===== config.mk =====
export PLATFORM = sky130hd
export DESIGN_NAME = pat_ser_flat
export DESIGN_NICKNAME = d
export VERILOG_FILES = /design/src/rtl/pat_pkg.sv /design/src/rtl/pat_ser_if.sv /design/src/rtl/pat_ser.sv /design/src/flat_wrapper.sv
export SDC_FILE = /design/constraint.sdc
export NUM_CORES = 1
export LEC_CHECK = 0
export BUFFER_PORTS_ARGS = -buffer_cell sky130_fd_sc_hd__buf_4
export CORE_MARGIN = 8
export CORE_UTILIZATION = 53
export DETAILED_ROUTE_END_ITERATION = 8
export PLACE_DENSITY = 0.86
export SLEW_MARGIN = 20
export SYNTH_ARGS = -nofsm -noshare
export SYNTH_HDL_FRONTEND = slang
export SYNTH_SLANG_ARGS = --single-unit
export TNS_END_PERCENT = 5

===== constraint.sdc =====
create_clock -name clk -period 2 [get_ports clk]
set_clock_uncertainty 0.15 [all_clocks]
set_input_delay 0.4 -clock clk [delete_from_list [all_inputs] [get_ports clk]]
set_output_delay 0.4 -clock clk [all_outputs]
set_load 0.005 [all_outputs]

===== src/rtl/pat_pkg.sv =====
// Shared definitions for the pat_ser serializer.
//   state_t       : serializer FSM state (IDLE = shifter empty, SHIFT = emitting bits)
//   IDLE_LEVEL    : line level driven on data whenever no payload bit is present
//   DEFAULT_WIDTH : default word width used by the serializer and its interface
package pat_pkg;

    typedef enum logic {
        IDLE  = 1'b0,
        SHIFT = 1'b1
    } state_t;

    localparam logic IDLE_LEVEL    = 1'b1;
    localparam int   DEFAULT_WIDTH = 8;

endpackage


===== src/rtl/pat_ser_if.sv =====
// Handshake and serial-output bundle for pat_ser.
//   in_valid, in_data : upstream parallel word offer
//   in_ready          : serializer can take a word this cycle
//   data, data_valid  : serial bit stream and its qualifier
//   busy              : serializer holds or emits a word
// Modports: master = upstream word source / stream observer, slave = serializer.
interface pat_ser_if
    import pat_pkg::*;
#(
    parameter int WIDTH = DEFAULT_WIDTH
) ();

    logic             in_valid;
    logic [WIDTH-1:0] in_data;
    logic             in_ready;
    logic             data;
    logic             data_valid;
    logic             busy;

    modport master (
        output in_valid,
        output in_data,
        input  in_ready,
        input  data,
        input  data_valid,
        input  busy
    );

    modport slave (
        input  in_valid,
        input  in_data,
        output in_ready,
        output data,
        output data_valid,
        output busy
    );

endinterface


===== src/rtl/pat_ser.sv =====
// pat_ser: parallel-to-serial converter feeding a downstream pattern detector.
// A one-word hold register sits in front of a shift register, so a word can
// be accepted while the previous one is still being emitted and consecutive
// words come out back to back with no gap bit.
// Ports:
//   clk      : single clock, rising edge
//   reset    : synchronous, active-low
//   bus      : pat_ser_if.slave (in_valid/in_data/in_ready, data/data_valid, busy)
//   byte_cnt : 16-bit count of fully emitted words (only with PAT_SER_BYTE_CNT_EN)
// Parameters: WIDTH (2..16 bits per word), MSB_FIRST (1 = MSB first, 0 = LSB first).
// Optional feature macro: PAT_SER_BYTE_CNT_EN adds the byte_cnt output.
module pat_ser
    import pat_pkg::*;
#(
    parameter int WIDTH     = DEFAULT_WIDTH,
    parameter bit MSB_FIRST = 1'b1
) (
    input  logic        clk,
    input  logic        reset,
`ifdef PAT_SER_BYTE_CNT_EN
    output logic [15:0] byte_cnt,
`endif
    pat_ser_if.slave    bus
);

    localparam int               CNT_W    = (WIDTH > 1) ? $clog2(WIDTH) : 1;
    localparam logic [CNT_W-1:0] LAST_IDX = CNT_W'(WIDTH - 1);

    state_t           state;
    logic             hold_full;
    logic [WIDTH-1:0] hold_word;
    logic [WIDTH-1:0] shift_word;
    logic [CNT_W-1:0] bit_cnt;
    logic             data_q;
    logic             data_valid_q;

    logic             last_bit;
    logic             shifter_free;
    logic             move;
    logic             take;
    logic [WIDTH-1:0] load_word;

    // Bit that goes on the line next, taken from the leading end of the word.
    function automatic logic lead_bit(input logic [WIDTH-1:0] w);
        return MSB_FIRST ? w[WIDTH-1] : w[0];
    endfunction

    // Drop the bit just emitted so the next one sits at the leading end.
    function automatic logic [WIDTH-1:0] advance(input logic [WIDTH-1:0] w);
        return MSB_FIRST ? (w << 1) : (w >> 1);
    endfunction

    // The shifter can take a new word when empty or while its last bit is on
    // the line; the held word has priority over a fresh upstream word.
    assign last_bit     = (state == SHIFT) && (bit_cnt == LAST_IDX);
    assign shifter_free = (state == IDLE) || last_bit;
    assign move         = shifter_free && (hold_full || bus.in_valid);
    assign load_word    = hold_full ? hold_word : bus.in_data;

    assign bus.in_ready = reset && (!hold_full || move);
    assign take         = bus.in_valid && bus.in_ready;

    assign bus.data       = data_q;
    assign bus.data_valid = data_valid_q;
    assign bus.busy       = (state == SHIFT) || hold_full;

    always_ff @(posedge clk) begin
        if (!reset) begin
            state        <= IDLE;
            hold_full    <= 1'b0;
            bit_cnt      <= '0;
            data_q       <= IDLE_LEVEL;
            data_valid_q <= 1'b0;
        end else begin
            // A word lands in the hold register unless it went straight into
            // an empty shifter; otherwise the hold empties whenever it moves.
            if (take && (hold_full || !move)) begin
                hold_full <= 1'b1;
            end else if (move) begin
                hold_full <= 1'b0;
            end

            if (move) begin
                state        <= SHIFT;
                bit_cnt      <= '0;
                data_q       <= lead_bit(load_word);
                data_valid_q <= 1'b1;
            end else if (state == SHIFT && !last_bit) begin
                bit_cnt      <= bit_cnt + CNT_W'(1);
                data_q       <= lead_bit(shift_word);
                data_valid_q <= 1'b1;
            end else begin
                state        <= IDLE;
                bit_cnt      <= '0;
                data_q       <= IDLE_LEVEL;
                data_valid_q <= 1'b0;
            end
        end
    end

    // Word storage carries no reset: its contents only matter once the
    // control state says a word is present.
    always_ff @(posedge clk) begin
        if (take && (hold_full || !move)) begin
            hold_word <= bus.in_data;
        end
        if (move) begin
            shift_word <= advance(load_word);
        end else if (state == SHIFT) begin
            shift_word <= advance(shift_word);
        end
    end

`ifdef PAT_SER_BYTE_CNT_EN
    // A word counts as emitted on the edge that ends its last bit.
    always_ff @(posedge clk) begin
        if (!reset) begin
            byte_cnt <= '0;
        end else if (last_bit) begin
            byte_cnt <= byte_cnt + 16'd1;
        end
    end
`endif

endmodule


===== src/flat_wrapper.sv =====
// flat-port wrapper written by rule: the top's interface ports become plain ports
module pat_ser_flat import pat_pkg::*;
#(
    parameter int WIDTH     = DEFAULT_WIDTH,
    parameter bit MSB_FIRST = 1'b1
)
  (clk, reset, bus_in_valid, bus_in_data, bus_in_ready, bus_data, bus_data_valid, bus_busy);
  pat_ser_if #(.WIDTH(WIDTH)) bus_i ();
  input  logic clk;
  input  logic reset;
  input wire logic [$bits(bus_i.in_valid)-1:0] bus_in_valid;
  input wire logic [$bits(bus_i.in_data)-1:0] bus_in_data;
  output wire logic [$bits(bus_i.in_ready)-1:0] bus_in_ready;
  output wire logic [$bits(bus_i.data)-1:0] bus_data;
  output wire logic [$bits(bus_i.data_valid)-1:0] bus_data_valid;
  output wire logic [$bits(bus_i.busy)-1:0] bus_busy;
  assign bus_i.in_valid = bus_in_valid;
  assign bus_i.in_data = bus_in_data;
  assign bus_in_ready = bus_i.in_ready;
  assign bus_data = bus_i.data;
  assign bus_data_valid = bus_i.data_valid;
  assign bus_busy = bus_i.busy;
  pat_ser #(.WIDTH(WIDTH), .MSB_FIRST(MSB_FIRST)) u_core (.clk(clk), .reset(reset), .bus(bus_i));
endmodule

==> results.txt <==
----------------------------------------------------
[Status]
  Outcome ... finished clean

[Synth]
  Flip-flop and latch count after synthesis ... 22
  Synth Net Count ... 75
  Proportion of register bits with asynchronous set or reset after synthesis ... 0%
  Per-instance average area after synthesis ... between 15 and 20 sq um
  Share of synthesized area occupied by flip-flops and latches ... 62.3%
  Synth top area cells ... sky130_fd_sc_hd__edfxtp_1 (47%), sky130_fd_sc_hd__dfxtp_1 (15%), sky130_fd_sc_hd__mux2_2 (12%)
  Count of unique library cells instantiated by Yosys ... 24
  Number of warning messages in the yosys log ... 0
  Cell Area, Synth ... roughly 950 sq um
  Commonest cells in the synthesized netlist ... sky130_fd_sc_hd__edfxtp_1 (15), sky130_fd_sc_hd__mux2_2 (10), sky130_fd_sc_hd__dfxtp_1 (7)
  Dominant synthesized flop cell ... sky130_fd_sc_hd__edfxtp_1
  Most common cell in the netlist ... sky130_fd_sc_hd__edfxtp_1
  Cell count after synthesis ... 62
  Portion of synthesized cell area occupied by the leading cell type ... between 40% and 50%
  Largest area contributor in the netlist ... sky130_fd_sc_hd__edfxtp_1
  Count of flip-flops with a built-in enable after synthesis ... 15

[Power]
  Lkg Pwr ... about 0.47 nW
  Maximum vdd ir drop ... approximately 0.47 mV
  Total power ... around 1.0 mW
  Ratio of total power to cell area ... around 860 nW/um^2

[Drt]
  DRT Pass-1 Iters ... 4
  Initial DRC count ... 9
  DRC viols ... 0
  Routed vias/inst ... ~5.1
  Detail Route Antenna Nets ... 0
  Routed wire length ... roughly 1700 um
  Overall via count from detail_route ... between 500 and 600
  Routed length per placed instance ... around 16 um

[Floorplanning]
  Horizontal die dimension ... 58.3 um
  I/O pins ... 15
  Area inside the core boundary ... approximately 1700 sq um
  Overall die height ... around 58 um
  Starting density of the core ... a little under three fifths
  Placement Rows ... 15
  Die ar. ... approximately 3400 sq um

[STA]
  Max Freq ... between 500 and 600 MHz
  Final Max Tran Viols ... 0
  Crit share post-route ... roughly 100%
  Slack of the critical path ... around 0.052 ns
  Final critical-path required period ... 1.95 ns
  Remaining max-slew budget at the tightest pin ... a little under 80%
  Count of endpoints failing hold in the final timing report ... 0
  Slew at the pin with the worst max-slew slack ... 0.322 ns
  Setup violations, final ... 0
  WHS ... ~0.12 ns

[Critical path]
  Critical path class ... flop to output port
  Category of the worst setup path capture point ... output port
  Data arrival time at the worst-slack endpoint ... around 1.4 ns
  Reg2reg end ... u_core.shift_word[2]
  Buffer and inverter count on the worst path ... 1
  Launching element type of the critical path ... flop
  Register-to-Register Path Depth ... 6
  Largest driver fanout on the critical path ... 2
  Slowest-stage cell, CP ... sky130_fd_sc_hd__dfxtp_1
  Number of cells on the critical path ... 5
  Required @ worst endpoint ... ~1.5 ns
  Top Family by Delay on Critical Path ... flip-flops
  Startpoint of the most critical register-to-register path ... u_core.bit_cnt[1]
  Reg2Reg Setup Slack ... ~0.080 ns
  Critical Path, Cell by Cell ... ha_4 -> ha_2 -> and2b_4 -> a21boi_2 -> buf_4
  Delay of the slowest cell on the worst path ... between 0.3 and 0.4 ns

[Finish]
  Area Overhead vs Synth ... 24.5%
  Final Core Density ... about 69%
  Post-route cell area ... around 1200 sq um
  Number of antenna repair diodes ... 0
  Number of nets in the finished design ... 97
  Share of post-route cells with drive strength above 1 ... a little under three fifths

[GRT]
  Global-route wire length before repair ... 2680 um
  Number of global-route vias before repair ... ~560
  Maximum number of pins on one net before global-route repair ... 14
  Total routing usage reported by global routing ... around a tenth
  Initial antenna violation count ... 0
  GR Overflow Total ... 0

[Clock network]
  Hold-fix buffers at CTS ... 0
  Clock root buffer ... sky130_fd_sc_hd__clkbuf_4
  Clock tree from TritonCTS ... yes
  TritonCTS Buffers ... 3
  Clock slew seen by the registers of the worst setup and hold paths ... 0.12 ns
  Sink Count ... 22
  CTS H-tree lvls ... 1
  Latest clock arrival within the worst-skew pair ... ~0.30 ns
  Worst-case clock buffer depth ... 2

[Min path]
  Worst hold path startpoint ... bus_in_data[1]
  Hold Crit Class ... input port to flop
  Worst Hold Path EP ... u_core.hold_word[1]
  WHS Path Cells ... 1

[Placement]
  Port Buffer Count ... 14
  Placer congestion estimate ... just over 0.7
  Detailed Place HPWL ... around 1200 um
  Worst setup slack after placement ... around 0.019 ns
  Placed cell area ... 1080 sq um

[Flow run]
  Maximum capacitance violations ... 0

----------------------------------------------------
sequential cells by signal, indices dropped and copies added, names as in the netlist:
register	cells
u_core.bus.data	1
u_core.state	1
u_core.shift_word	7
u_core.hold_word	8
u_core.bus.data_valid	1
u_core.bit_cnt	3
u_core.hold_full	1
through the flow:
| stage | cells | setup TNS [ns] |
|---|---|---|
| 6_report | 108 | 0 |
| 5_1_grt | 108 | -0.00759 |
| 4_1_cts | 108 | 0 |
| 3_5_place_dp | 102 | 0 |
| 3_3_place_gp | 102 | 0 |
| 2_1_floorplan | 62 | 0 |
routing by layer:
metal	up-vias	track usage (%)	wire (um)
li1	273	-	-
met1	266	11.4	681
met2	11	17.3	909
met3	2	3.48	76
met4	0	5.24	12
met5	-	0	0
cell families after synthesis:
kind of cell / share of synthesized area (%)
adder cells (fa/ha/maj): 2.64
flip-flops: 62.3
multiplexers: 16.1
AO/OA/AOI/OAI: 5.67
XOR/XNOR: 0.924
AND/OR/NAND/NOR: 9.10
buffers and inverters: 3.30
worst max-delay path by stage:
stage | startpoint | end | slack [ns]
6_report | u_core.bit_cnt[1] | bus_in_ready | 0.05
4_1_cts | u_core.bit_cnt[0] | bus_in_ready | 0.02
3_3_place_gp | u_core.bit_cnt[0] | u_core.hold_word[4] | 0.1
5_1_grt | u_core.bit_cnt[1] | bus_in_ready | -0.008
3_5_place_dp | u_core.bit_cnt[0] | u_core.hold_word[5] | 0.02
2_1_floorplan | u_core.bit_cnt[0] | u_core.hold_word[0] | 0.15
where the power goes:
part	internal (mW)	total, mW	leakage, nW	switching, mW
combinational	0.0807	0.135	0.239	0.0539
clock	0.203	0.330	0.0279	0.127
sequential	0.531	0.546	0.203	0.0152
total	0.814	1.01	0.471	0.196
cell type report:
class,count,area (sq um)
clock buffers,3,22.5
clock inverters,1,30.0
fillers,118,527
multi-input cells,37,348
flip-flops and latches,22,592
well taps,25,31.3
repair buffers,20,158
layout by cell type (no fill, tap or decap), types with 2 or more instances in the layout:
cell type / count
sky130_fd_sc_hd__and3_1: 3
sky130_fd_sc_hd__buf_4: 18
sky130_fd_sc_hd__buf_6: 2
sky130_fd_sc_hd__clkbuf_4: 3
sky130_fd_sc_hd__dfxtp_1: 6
sky130_fd_sc_hd__edfxtp_1: 15
sky130_fd_sc_hd__mux2_2: 10
sky130_fd_sc_hd__mux2_4: 2
sky130_fd_sc_hd__nand2_1: 2
sky130_fd_sc_hd__nor2_1: 2
sky130_fd_sc_hd__o21ai_0: 2
sky130_fd_sc_hd__o31a_2: 2
what timing repair did:
item / CTS / global route
resized for setup: 4 / 6
setup buffers: 2 / 0
endpoints found under the setup margin: 2 / 11
pin swaps: 0 / 2
cloned: 0 / 0
No activity file was read; power rests on OpenSTA's default activity.
